**src/rtl/special_case_pkg.sv**
```systemverilog
// Shared definitions for the FP special-case pipeline.
//   op_e      : operation codes on in_op (OP_RSV behaves as OP_ADD)
//   cls_t     : per-operand classification registered in stage 1
//   qnan_bit  : bit idx of the canonical quiet NaN {0, all-ones exp, 1, zeros}
package special_case_pkg;

  typedef enum logic [1:0] {
    OP_ADD = 2'd0,
    OP_SUB = 2'd1,
    OP_MUL = 2'd2,
    OP_RSV = 2'd3
  } op_e;

  typedef struct packed {
    logic nan;
    logic snan;
    logic inf;
    logic zero;
    logic sign;
  } cls_t;

  // Set for the quiet bit (man MSB) and every exponent bit; sign and the
  // remaining mantissa bits are zero.
  function automatic logic qnan_bit(input int unsigned idx,
                                    input int unsigned exp_w,
                                    input int unsigned man_w);
    return ((idx + 1) >= man_w) && (idx < (man_w + exp_w));
  endfunction

endpackage

```
**src/rtl/fp_classifier.sv**
```systemverilog
// Combinational classifier for one raw {sign,exp,man} operand.
//   op   : operand word
//   nan  : NaN (exp all-ones, man != 0); snan when man MSB is 0
//   inf  : infinity (exp all-ones, man == 0)
//   zero : exact zero, or subnormal when FLUSH_SUB is set
//   sign : operand sign bit
module fp_classifier #(
  parameter int unsigned EXP_W     = 8,
  parameter int unsigned MAN_W     = 23,
  parameter bit          FLUSH_SUB = 1'b1
) (
  input  logic [EXP_W+MAN_W:0] op,
  output logic                 nan,
  output logic                 snan,
  output logic                 inf,
  output logic                 zero,
  output logic                 sign
);

  logic [EXP_W-1:0] exp_f;
  logic [MAN_W-1:0] man_f;
  logic             exp_ones;
  logic             exp_zero;
  logic             man_zero;

  assign sign     = op[EXP_W+MAN_W];
  assign exp_f    = op[EXP_W+MAN_W-1 -: EXP_W];
  assign man_f    = op[MAN_W-1:0];
  assign exp_ones = &exp_f;
  assign exp_zero = ~|exp_f;
  assign man_zero = ~|man_f;

  assign inf  = exp_ones & man_zero;
  assign nan  = exp_ones & ~man_zero;
  assign snan = nan & ~man_f[MAN_W-1];
  assign zero = exp_zero & (man_zero | FLUSH_SUB);

endmodule

```
**src/rtl/special_case_pipe.sv**
```systemverilog
// Two-stage FP special-case analyser with valid/ready flow control.
//   clk, rst            : clock, synchronous active-high reset
//   in_valid/in_ready   : input handshake; in_op, op_1, op_2 are the payload
//   out_valid/out_ready : output handshake
//   legal               : no special case, datapath result is used
//   nan_res/inf_res/zero_res, res_sig : special-result class and sign
//   invalid             : IEEE invalid flag
//   res_word            : canonical special result (zero when legal)
// Stage 1 holds operand classes, stage 2 holds the registered decision.
module special_case_pipe
  import special_case_pkg::*;
#(
  parameter int unsigned EXP_W     = 8,
  parameter int unsigned MAN_W     = 23,
  parameter bit          FLUSH_SUB = 1'b1
) (
  input  logic                 clk,
  input  logic                 rst,
  input  logic                 in_valid,
  output logic                 in_ready,
  input  logic [1:0]           in_op,
  input  logic [EXP_W+MAN_W:0] op_1,
  input  logic [EXP_W+MAN_W:0] op_2,
  output logic                 out_valid,
  input  logic                 out_ready,
  output logic                 legal,
  output logic                 nan_res,
  output logic                 inf_res,
  output logic                 zero_res,
  output logic                 res_sig,
  output logic                 invalid,
  output logic [EXP_W+MAN_W:0] res_word
);

  localparam int unsigned W = 1 + EXP_W + MAN_W;

  cls_t   c1, c2;
  logic   s1_v;
  op_e    s1_op;
  cls_t   s1_a, s1_b;
  logic   s2_v;
  logic   s1_load, s2_load;

  logic   is_sub, is_mul, s2e;
  logic   sgn_inf, sgn_zero;
  logic   d_nan, d_inf, d_zero, d_legal, d_sig, d_invalid;
  logic [W-1:0] d_word, qnan_w;

  fp_classifier #(.EXP_W(EXP_W), .MAN_W(MAN_W), .FLUSH_SUB(FLUSH_SUB)) u_cls_1 (
    .op(op_1), .nan(c1.nan), .snan(c1.snan), .inf(c1.inf), .zero(c1.zero), .sign(c1.sign)
  );

  fp_classifier #(.EXP_W(EXP_W), .MAN_W(MAN_W), .FLUSH_SUB(FLUSH_SUB)) u_cls_2 (
    .op(op_2), .nan(c2.nan), .snan(c2.snan), .inf(c2.inf), .zero(c2.zero), .sign(c2.sign)
  );

  // A stage may load when empty or when its contents leave this cycle.
  assign s2_load   = ~s2_v | out_ready;
  assign s1_load   = ~s1_v | s2_load;
  assign in_ready  = s1_load;
  assign out_valid = s2_v;

  always_comb begin
    qnan_w = '0;
    for (int unsigned i = 0; i < W; i++) qnan_w[i] = qnan_bit(i, EXP_W, MAN_W);
  end

  always_comb begin
    is_sub   = (s1_op == OP_SUB);
    is_mul   = (s1_op == OP_MUL);
    s2e      = s1_b.sign ^ is_sub;
    d_nan    = 1'b0;
    d_inf    = 1'b0;
    d_zero   = 1'b0;
    sgn_inf  = 1'b0;
    sgn_zero = 1'b0;
    if (is_mul) begin
      d_nan    = s1_a.nan | s1_b.nan | (s1_a.inf & s1_b.zero) | (s1_a.zero & s1_b.inf);
      d_inf    = (s1_a.inf | s1_b.inf) & ~d_nan;
      d_zero   = (s1_a.zero | s1_b.zero) & ~d_nan & ~d_inf;
      sgn_inf  = s1_a.sign ^ s1_b.sign;
      sgn_zero = s1_a.sign ^ s1_b.sign;
    end else begin
      d_nan    = s1_a.nan | s1_b.nan | (s1_a.inf & s1_b.inf & (s1_a.sign != s2e));
      d_inf    = (s1_a.inf | s1_b.inf) & ~d_nan;
      d_zero   = s1_a.zero & s1_b.zero & ~d_nan & ~d_inf;
      sgn_inf  = s1_a.inf ? s1_a.sign : s2e;
      sgn_zero = s1_a.sign & s2e;
    end
    d_legal   = ~(d_nan | d_inf | d_zero);
    d_sig     = d_nan ? 1'b0 : d_inf ? sgn_inf : d_zero ? sgn_zero : 1'b0;
    d_invalid = s1_a.snan | s1_b.snan | (d_nan & ~s1_a.nan & ~s1_b.nan);
    d_word    = '0;
    if (d_nan)       d_word = qnan_w;
    else if (d_inf)  d_word = {d_sig, {EXP_W{1'b1}}, {MAN_W{1'b0}}};
    else if (d_zero) d_word = {d_sig, {(W-1){1'b0}}};
  end

  always_ff @(posedge clk) begin
    if (rst) begin
      s1_v     <= 1'b0;
      s1_op    <= OP_ADD;
      s1_a     <= '0;
      s1_b     <= '0;
      s2_v     <= 1'b0;
      legal    <= 1'b0;
      nan_res  <= 1'b0;
      inf_res  <= 1'b0;
      zero_res <= 1'b0;
      res_sig  <= 1'b0;
      invalid  <= 1'b0;
      res_word <= '0;
    end else begin
      if (s1_load) begin
        s1_v <= in_valid;
        if (in_valid) begin
          s1_op <= op_e'(in_op);
          s1_a  <= c1;
          s1_b  <= c2;
        end
      end
      if (s2_load) begin
        s2_v <= s1_v;
        if (s1_v) begin
          legal    <= d_legal;
          nan_res  <= d_nan;
          inf_res  <= d_inf;
          zero_res <= d_zero;
          res_sig  <= d_sig;
          invalid  <= d_invalid;
          res_word <= d_word;
        end
      end
    end
  end

endmodule

```
**config.mk**
```make
export PLATFORM = sky130hd
export DESIGN_NAME = special_case_pipe
export DESIGN_NICKNAME = d
export VERILOG_FILES = /design/src/rtl/special_case_pkg.sv /design/src/rtl/fp_classifier.sv /design/src/rtl/special_case_pipe.sv
export SDC_FILE = /design/constraint.sdc
export NUM_CORES = 1
export LEC_CHECK = 0
export CAP_MARGIN = 40
export CORE_ASPECT_RATIO = 0.5
export CORE_MARGIN = 2
export CORE_UTILIZATION = 37
export DETAILED_ROUTE_END_ITERATION = 10
export GPL_ROUTABILITY_DRIVEN = 0
export GPL_TIMING_DRIVEN = 0
export PLACE_DENSITY = 0.86
export SYNTH_ARGS = -nofsm -noshare
export SYNTH_HDL_FRONTEND = slang
export SYNTH_HIERARCHICAL = 1
export SYNTH_SLANG_ARGS = --single-unit
```
**constraint.sdc**
```tcl
create_clock -name clk -period 4.95 [get_ports clk]
set_clock_uncertainty 0.1 [all_clocks]
set_input_delay 0.495 -clock clk [delete_from_list [all_inputs] [get_ports clk]]
set_output_delay 0.495 -clock clk [all_outputs]
set_load 0.02 [all_outputs]
```
==> results.py <==
metrics = {
    "power": {
        "power_frac_seq_pct": 37.6,
        "power_frac_comb_pct": 28.8,
        "internal_power_mw": 0.377,
        "ir_drop_mv": 0.0991,
        "p_total_mw": 0.499,
        "p_leak_nw": 1.03,
        "p_clk_share_pct": 33.6,
        "power_density_mw_per_mm2": 192,
        "swShare_pct": 24.5,
        "power.switching_mw": 0.123,
    },
    "floorplanning": {
        "core_area_mm2": 0.00392,
        "die_y_um": 49.4,
        "die_w_um": 94.8,
        "dieArea_mm2": 0.00469,
        "rows": 16,
        "initial_core_util_pct": 38.9,
        "io_pins": 110,
    },
    "clock_tree": {
        "root_buffer": "clkbuf_8",
        "clk_latency_ns": 0.27,
        "post_cts_buffers": 0,
        "clk_pin_slew_ns": 0.08,
        "clock_path_buffers": 2,
        "clock_sinks": 22,
        "htreeDepth": 1,
        "ctsHoldBuffers": 0,
        "post_cts_resized": 0,
        "tritoncts": "yes",
        "numCtsBuffers": 3,
    },
    "yosys": {
        "synth-seq-area-share_pct": 28.9,
        "synth-seq-cells": 22,
        "syn-instance-count": 195,
        "synthDistinctLibCells": 41,
        "synthFlopType": "dfxtp_1",
        "synthArstFlopShare_pct": 0,
        "synth_area_mm2": 0.00153,
        "avgSynthCellArea_um2": 7.83,
        "synth_warnings": 6,
        "synth_edf_count": 0,
    },
    "finish": {
        "area_growth_syn_to_layout_pct": 70.0,
        "antennaDiodeCount": 0,
        "final_cell_mix": "85 x clkdlybuf4s50_1, 32 x buf_4, 24 x nand2_1, 22 x conb_1, 22 x dfxtp_1",
        "fin_nets": 377,
        "drive_gt1_share_pct": 16.7,
        "layout_commonest_cell": "clkdlybuf4s50_1",
        "fillers": 324,
    },
    "drt": {
        "drt_first_pass_iters": 4,
        "antenna_left": 0,
        "drt-vias-per-instance": 4.71,
        "dr_total_vias": 1690,
        "wl_per_cell_um": 11.7,
        "route.detailed.drc": 0,
        "drt_iter0_drc": 79,
        "wl_um": 4200,
    },
    "grt": {
        "grt_max_degree": 14,
        "grtUsageTotal_pct": 19.0,
        "grt_pass1_vias": 1680,
        "grt_pass1_wl_um": 7190,
        "antenna_found_initial": 0,
        "grt-ovfl-total": 0,
    },
    "sta": {
        "setup_tns_ns": 0,
        "rsz0062_at_grt": "no",
        "fin_crit_sh_pct": 58.0,
        "drv_slew": 0,
        "timing.final.ws_setup_ns": 2.08,
        "min_period_ns": 2.87,
        "timing.fmax_ghz": 0.348,
        "setup-violations-final": 0,
        "hold_viol": 0,
    },
    "worst_hold_path": {
        "hold_path_class": "register to register",
    },
    "worst_setup_path": {
        "endpoint_kind": "output port",
        "path_max_fanout": 10,
        "start_kind": "input pin",
        "critPathKind": "input pin to output port",
        "cp.arrival_ns": 2.28,
        "cp.required_ns": 4.36,
    },
    "outcome": {
        "outcome": "finished, final reports clean",
    },
    "placed_design": {
        "place_hpwl_um": 3660,
        "dp_slack_ns": 2.09,
        "port-buffer-count": 85,
    },
    "job": {
        "cap_viol_max_count": 0,
    },
}
==> cell usage after synthesis (2+ instances only) <==
cell,instances,area share [%]
nor2_1,14,3.4
nand4_1,5,2.0
nor2_4,2,1.5
and4_1,2,1.1
a21oi_1,19,6.2
nor3_1,5,1.6
nor4_1,6,2.5
nand2_1,24,5.9
clkbuf_1,5,1.2
or4_4,4,3.0
or2_1,2,0.82
dfxtp_1,22,29
xnor2_1,2,1.1
nand3_1,13,4.3
or4_1,4,2.0
buf_4,32,16
and3_1,2,0.82
buf_2,3,0.98
nand2b_1,2,0.82
o21ai_1,2,0.66
inv_1,2,0.49
a211oi_1,4,2.0
==> path summary, 6_finish.rpt <==
kind	slack, ns	cells after the start	start	endpoint
worst min register to register	0.34	2	res_word[31]	res_word[31]
worst max-delay path	2.08	5	out_ready	in_ready
worst max register to register	2.80	7	s1_op[1]	invalid
worst min-delay path	0.34	2	res_word[31]	res_word[31]
==> power by group through the flow <==
stage / Sequential [mW] / Clock (mW) / Combinational [mW]
floorplan: 0.193 / 0 / 0.0660
global placement: 0.191 / 0 / 0.140
detailed placement: 0.192 / 0 / 0.143
CTS: 0.187 / 0.169 / 0.144
global route: 0.189 / 0.180 / 0.155
finish: 0.187 / 0.168 / 0.144
==> registers in the layout, indices dropped and copies added (netlist names) <==
register,cells
s1_b,5
res_word,3
s1_a,5
inf_res,1
s1_v,1
invalid,1
out_valid,1
zero_res,1
res_sig,1
legal,1
s1_op,2
==> cell families after synthesis <==
group,share of synthesized area (%)
mux,0.901
compound gates,14.3
simple gates,35.3
buf+inv,18.4
xor+xnor,1.15
other cells,0.246
flops,28.9
fa+ha+maj,0.820
==> area by class of cell <==
type | count | area, um2 | share of cell area, %
multi-input combinational | 152 | 883 | 34.0
clock inverter | 1 | 30.0 | 1.16
timing repair buffer | 85 | 851 | 32.8
inverter | 2 | 7.51 | 0.289
buffer | 40 | 274 | 10.6
sequential | 22 | 440 | 17.0
tap | 54 | 67.6 | 2.60
clock buffer | 3 | 41.3 | 1.59
==> routing by layer <==
metal / vias to the layer above / GRT usage (%) / part of all wire [%]
li1: 867 / - / -
met1: 762 / 22.0 / 41
met2: 52 / 35.3 / 52
met3: 9 / 3.86 / 5.6
met4: 0 / 5.80 / 1.7
met5: - / 0 / 0
==> through the flow <==
| step | cell area (um2) | util (%) | std cells | hold WS, ns |
|---|---|---|---|---|
| 4_1_cts | 2590 | 66.1 | 359 | 0.351 |
| 5_1_grt | 2590 | 66.1 | 359 | 0.359 |
| 2_1_floorplan | 1610 | - | 216 | 0.333 |
| 3_5_place_dp | 2520 | 64.3 | 355 | 0.340 |
| 6_report | 2590 | 66.1 | 359 | 0.345 |
| 3_3_place_gp | 2520 | 64.3 | 355 | 0.336 |
==> worst max-delay path: stages <==
cell	delay (ns)
clkdlybuf4s50_1	0.47
nor2b_1	0.07
nand2_1	0.18
clkbuf_1	0.37
clkdlybuf4s50_1	0.69
Power figures use the tool's default switching activity.
